File: src/rtl/uart_pkg.sv
// Shared definitions for the UART transmit/receive blocks of the FPGA link.
package uart_pkg;

  typedef enum logic [2:0] {
    ST_IDLE  = 3'd0,
    ST_FETCH = 3'd1,
    ST_START = 3'd2,
    ST_DATA  = 3'd3,
    ST_STOP  = 3'd4
  } uart_state_e;

  localparam int DEFAULT_CLKS_PER_BIT = 868;
  localparam int UART_DATA_BITS       = 8;

endpackage

File: src/rtl/uart_baud_counter.sv
// Bit-period counter: counts 0..CLKS_PER_BIT-1 and wraps, with a synchronous clear.
// bit_end_o is registered and is high exactly while the count sits at its last value.
module uart_baud_counter #(
  parameter int CLKS_PER_BIT = 868,
  parameter int CNT_W        = $clog2(CLKS_PER_BIT)
) (
  input  logic             clock_i,
  input  logic             reset_i,
  input  logic             clear_i,
  output logic [CNT_W-1:0] count_o,
  output logic             bit_end_o
);

  localparam logic [CNT_W-1:0] CNT_LAST = CNT_W'(CLKS_PER_BIT - 1);

  logic [CNT_W-1:0] count_q, count_d;
  logic             bit_end_q, bit_end_d;

  // Next count and look-ahead of the last-cycle flag.
  always_comb begin
    count_d   = count_q;
    bit_end_d = 1'b0;
    if (clear_i) begin
      count_d = '0;
    end else if (count_q == CNT_LAST) begin
      count_d = '0;
    end else begin
      count_d = count_q + {{(CNT_W-1){1'b0}}, 1'b1};
    end
    bit_end_d = (count_d == CNT_LAST);
  end

  // Counter and flag registers.
  always_ff @(posedge clock_i) begin
    if (reset_i) begin
      count_q   <= '0;
      bit_end_q <= 1'b0;
    end else begin
      count_q   <= count_d;
      bit_end_q <= bit_end_d;
    end
  end

  assign count_o   = count_q;
  assign bit_end_o = bit_end_q;

endmodule

File: src/rtl/uart_tx_fifo_drain.sv
// Pops bytes from fifo_ram while it is non-empty and sends each as an 8N1 UART frame.
// Every output is a register loaded from the next-state values, so it lines up with the state.
module uart_tx_fifo_drain
  import uart_pkg::*;
#(
  parameter int CLKS_PER_BIT = DEFAULT_CLKS_PER_BIT,
  parameter int READ_LATENCY = 1
) (
  input  logic       clock,
  input  logic       reset,
  input  logic [7:0] fifo_data,
  input  logic       fifo_empty,
  output logic       fifo_read,
  output logic       fifo_enable,
  output logic       tx,
  output logic       busy,
  output logic       tx_done
);

  localparam int               CNT_W      = $clog2(CLKS_PER_BIT);
  localparam logic [CNT_W-1:0] CNT_PENULT = CNT_W'(CLKS_PER_BIT - 2);
  localparam logic [1:0]       FETCH_LAST = 2'(READ_LATENCY);
  localparam logic [2:0]       BIT_LAST   = 3'(UART_DATA_BITS - 1);

  uart_state_e               state_q, state_d;
  logic [UART_DATA_BITS-1:0] shift_q, shift_d;
  logic [2:0]                bit_idx_q, bit_idx_d;
  logic [1:0]                fetch_cnt_q, fetch_cnt_d;
  logic                      tx_q, tx_d;
  logic                      busy_q, busy_d;
  logic                      read_q, read_d;
  logic                      done_q, done_d;

  logic                      baud_clear_s;
  logic [CNT_W-1:0]          baud_count_s;
  logic                      bit_end_s;

  uart_baud_counter #(
    .CLKS_PER_BIT(CLKS_PER_BIT),
    .CNT_W       (CNT_W)
  ) u_baud (
    .clock_i  (clock),
    .reset_i  (reset),
    .clear_i  (baud_clear_s),
    .count_o  (baud_count_s),
    .bit_end_o(bit_end_s)
  );

  // Next-state, datapath and output look-ahead.
  always_comb begin
    state_d     = state_q;
    shift_d     = shift_q;
    bit_idx_d   = bit_idx_q;
    fetch_cnt_d = fetch_cnt_q;
    read_d      = 1'b0;
    tx_d        = 1'b1;
    busy_d      = 1'b0;
    done_d      = 1'b0;

    case (state_q)
      ST_IDLE: begin
        fetch_cnt_d = 2'd0;
        bit_idx_d   = 3'd0;
        if (!fifo_empty) begin
          state_d = ST_FETCH;
          read_d  = 1'b1;
        end else begin
          state_d = ST_IDLE;
        end
      end
      // The pop cycle plus READ_LATENCY wait cycles; data is captured on the last one.
      ST_FETCH: begin
        if (fetch_cnt_q == FETCH_LAST) begin
          shift_d = fifo_data;
          state_d = ST_START;
        end else begin
          fetch_cnt_d = fetch_cnt_q + 2'd1;
        end
      end
      ST_START: begin
        if (bit_end_s) begin
          state_d = ST_DATA;
        end else begin
          state_d = ST_START;
        end
      end
      ST_DATA: begin
        if (bit_end_s) begin
          shift_d = {1'b0, shift_q[UART_DATA_BITS-1:1]};
          if (bit_idx_q == BIT_LAST) begin
            bit_idx_d = 3'd0;
            state_d   = ST_STOP;
          end else begin
            bit_idx_d = bit_idx_q + 3'd1;
          end
        end else begin
          state_d = ST_DATA;
        end
      end
      ST_STOP: begin
        if (bit_end_s) begin
          state_d = ST_IDLE;
        end else begin
          state_d = ST_STOP;
        end
      end
      default: begin
        state_d = ST_IDLE;
      end
    endcase

    // Counter restarts on every state entry and is held at zero outside the frame.
    baud_clear_s = (state_d != state_q) || (state_q == ST_IDLE) || (state_q == ST_FETCH);

    case (state_d)
      ST_START: tx_d = 1'b0;
      ST_DATA:  tx_d = shift_d[0];
      default:  tx_d = 1'b1;
    endcase

    busy_d = (state_d != ST_IDLE);
    done_d = (state_q == ST_STOP) && (baud_count_s == CNT_PENULT);
  end

  // State and output registers.
  always_ff @(posedge clock) begin
    if (reset) begin
      state_q     <= ST_IDLE;
      shift_q     <= '0;
      bit_idx_q   <= 3'd0;
      fetch_cnt_q <= 2'd0;
      tx_q        <= 1'b1;
      busy_q      <= 1'b0;
      read_q      <= 1'b0;
      done_q      <= 1'b0;
    end else begin
      state_q     <= state_d;
      shift_q     <= shift_d;
      bit_idx_q   <= bit_idx_d;
      fetch_cnt_q <= fetch_cnt_d;
      tx_q        <= tx_d;
      busy_q      <= busy_d;
      read_q      <= read_d;
      done_q      <= done_d;
    end
  end

  assign fifo_read   = read_q;
  assign fifo_enable = read_q;
  assign tx          = tx_q;
  assign busy        = busy_q;
  assign tx_done     = done_q;

endmodule
File: config.mk
export PLATFORM = sky130hd
export DESIGN_NAME = uart_tx_fifo_drain
export DESIGN_NICKNAME = d
export VERILOG_FILES = /design/src/rtl/uart_pkg.sv /design/src/rtl/uart_baud_counter.sv /design/src/rtl/uart_tx_fifo_drain.sv
export SDC_FILE = /design/constraint.sdc
export NUM_CORES = 1
export LEC_CHECK = 0
export ABC_CLOCK_PERIOD_IN_PS = 4100
export CAP_MARGIN = 15
export CELL_PAD_IN_SITES_DETAIL_PLACEMENT = 1
export CELL_PAD_IN_SITES_GLOBAL_PLACEMENT = 2
export CORE_UTILIZATION = 36
export DETAILED_ROUTE_END_ITERATION = 8
export PLACE_DENSITY_LB_ADDON = 0.25
export SLEW_MARGIN = 25
export SYNTH_ARGS = -nofsm -noshare
export SYNTH_HDL_FRONTEND = slang
export SYNTH_SLANG_ARGS = --single-unit
File: constraint.sdc
create_clock -name clock -period 4.1 [get_ports clock]
set_input_delay 1.025 -clock clock [delete_from_list [all_inputs] [get_ports clock]]
set_output_delay 1.025 -clock clock [all_outputs]
set_load 0.01 [all_outputs]
==> results.cfg <==
[run_status]
outcome = complete, no violations

[final_layout]
nNetsFinal = 191
utilization_pct = 45.16
register_area_um2 = 620.6
stdcell_area_um2 = 1703
nFillCells = 438
n_antenna_cell = 0
syn2layout_area_growth_pct = 16.32
multi_input_area_um2 = 788.3
final_cells = 222
drive_gt1_share_pct = 9.770

[sta]
rsz0062_at_grt = false
setup_ws_ns = 1.736
setup-violations-final = 0
worst_pin_slew_ns = 0.6689
finalCritPeriodShare_pct = 57.67
fin_tns_setup_ns = 0
finalHoldViolations = 0
relSlewSlack_pct = 55.27
slew_viol_final = 0
fin_hold_ws_ns = 0.4562
fin_crit_ns = 2.364
max_freq_ghz = 0.4230
skew_ns = 0.004528

[clocking]
post-cts-setup-buffers = 0
cts_made_buffers = 5
cts-resized-gates = 0
ctsLongestPathBuffers = 2
cts_hold_buf = 0
tritoncts = built
clk_pin_slew_ns = 0.06
clk_latency_ns = 0.28
clock_sinks = 31
h-tree-depth = 2
root_buffer = clkbuf_8

[setup_path]
critPathTopFamily = buffers and inverters
required_ns = 4.24
crit_path_end_kind = flop
crit_slowest_cell = clkdlybuf4s50_1
worstPathArrival_ns = 2.51
critPathMaxFanout = 19
cp.depth = 4
cp-start-kind = input pin
rr_worst_depth = 7
worstPathCellList = clkdlybuf4s50_1, inv_1, o21ai_0, nor2_1
worstSetupPathType = input pin to flop
cpPeakStageDelay_ns = 0.90
cp_num_buf_inv = 2

[logic_synthesis]
syn_area_per_cell_um2 = 9.149
async_flop_share_pct = 0
ys_seq_elements = 31
netlist_instances = 160
syn_area_um2 = 1464
yosysSeqAreaShare_pct = 42.39
ys.flop_type = dfxtp_1
synth_nets = 176
synth_warnings = 0
yosysUniqueCellTypes = 43
synth_edf_count = 0

[placement]
gp_congestion = 0.7017
dp_hpwl_um = 2489
placed_cells = 216
port_buffers = 15
dp_worst_setup_slack_ns = 1.395
place_area_um2 = 1630

[drt]
vias = 1191
wl_um = 3261
drt.antenna.violating_nets = 0
dr.first_iter.drc_count = 35
vias_per_cell = 5.365
wl_per_cell_um = 14.69
dr.pass1.iters = 4
drc_errors = 0

[die]
core_region_area_um2 = 3771
die_w_um = 65.77
dieArea_um2 = 4326
num_rows = 22
start_util_pct = 38.82
die_h_um = 65.77
io_pins = 16

[grt]
grt_first_pass_wirelength_um = 5485
grt_usage_pct = 17.26
grt_overflow = 0
grt_max_degree = 20
antenna_found_initial = 0
grt_pass1_vias = 1164

[hold_path]
min_path_type = flop to flop
whs_path_depth = 2

[pwr]
power_uw = 577.4
p_leak_nw = 0.5756
ir_drop_uv = 169.2
power_density_nw_per_um2 = 339.1

[job]
maxCapViolCount = 0
==> final cells by class <==
| type | instances | share of cell area, % |
|---|---|---|
| multi-input combinational | 119 | 46.29 |
| timing repair buffer | 15 | 8.817 |
| inverter | 3 | 0.6613 |
| clock buffer | 6 | 4.262 |
| tap | 48 | 3.527 |
| sequential | 31 | 36.44 |
==> layer usage <==
metal  up-vias  part of all wire [%]  wire length, µm  track usage, %
met5         -                     0                0               0
met4         0                   1.6               51           6.793
met3         6                   4.3              141           5.345
met2        23                    46             1507           26.02
met1       569                    48             1561           22.73
li1        593                     -                -               -
==> state kept, by name, indices dropped and copies added (netlist names) <==
name,flops
bit_idx_q,3
busy,1
fetch_cnt_q,2
fifo_enable,1
shift_q,8
state_q,3
tx,1
tx_done,1
u_baud.bit_end_o,1
u_baud.count_o,10
==> worst paths after layout <==
check	end	start	slack, ns
setup / recovery	u_baud.count_o[6]	reset	1.74
hold / removal	shift_q[2]	shift_q[2]	0.46
hold reg to reg	shift_q[2]	shift_q[2]	0.46
setup reg to reg	u_baud.bit_end_o	bit_idx_q[0]	2.28
==> report_power, final <==
group	switching (mW)	internal, mW
registers	0.00680	0.308
logic	0.0227	0.0263
clock network	0.101	0.113
==> logic make-up (layout without fill, tap and decap cells) <==
| logic type | Yosys count | count (layout) | share of synthesized area, % |
|---|---|---|---|
| and+or+nand+nor | 74 | 74 | 29.06 |
| AOI/OAI and AO/OA | 33 | 33 | 16.24 |
| DFF | 31 | 31 | 42.39 |
| buffers and inverters | 10 | 24 | 3.760 |
| xor gates and xnor gates | 6 | 6 | 3.590 |
| adders and majority gates | 5 | 5 | 4.274 |
| muxes | 1 | 1 | 0.6838 |
==> synthesized netlist by cell type (all sizes together) (3+ instances only) <==
library cell | instances | area share, %
a21oi | 15 | 5.4
o21ai | 4 | 1.4
and3 | 3 | 1.3
ha | 5 | 4.3
nor3 | 4 | 2.1
nand4 | 5 | 2.1
nand2 | 11 | 2.8
a22oi | 7 | 3.6
dfxtp | 31 | 42
xnor2 | 4 | 2.4
inv | 3 | 0.77
nor2 | 27 | 7.9
nand2b | 4 | 1.7
nand3 | 7 | 2.4
buf | 5 | 2.5
==> cells in the final DEF (no fill, tap or decap), drive strengths merged, types with 2 or more instances in the layout <==
master | netlist | routed
o21ai | 4 | 4
a21oi | 15 | 15
xnor2 | 4 | 4
and4 | 2 | 2
clkbuf | 2 | 6
clkdlybuf4s50 | 0 | 15
nor3 | 4 | 4
dfxtp | 31 | 31
nor3b | 2 | 2
nand2 | 11 | 11
a22oi | 7 | 7
nor2b | 2 | 2
nand3 | 7 | 7
inv | 3 | 3
xor2 | 2 | 2
nand4 | 5 | 5
nand2b | 4 | 4
ha | 5 | 5
nor2 | 27 | 27
and3 | 3 | 3
==> worst register-to-register path, delay by kind of cell, from the launching register on <==
kind	cells	cell delay (ns)
AO/OA/AOI/OAI	1	0.21
flip-flops	1	0.32
AND/OR/NAND/NOR	4	0.79
adder cells (fa/ha/maj)	2	0.44
No activity file was read; power rests on OpenSTA's default activity.
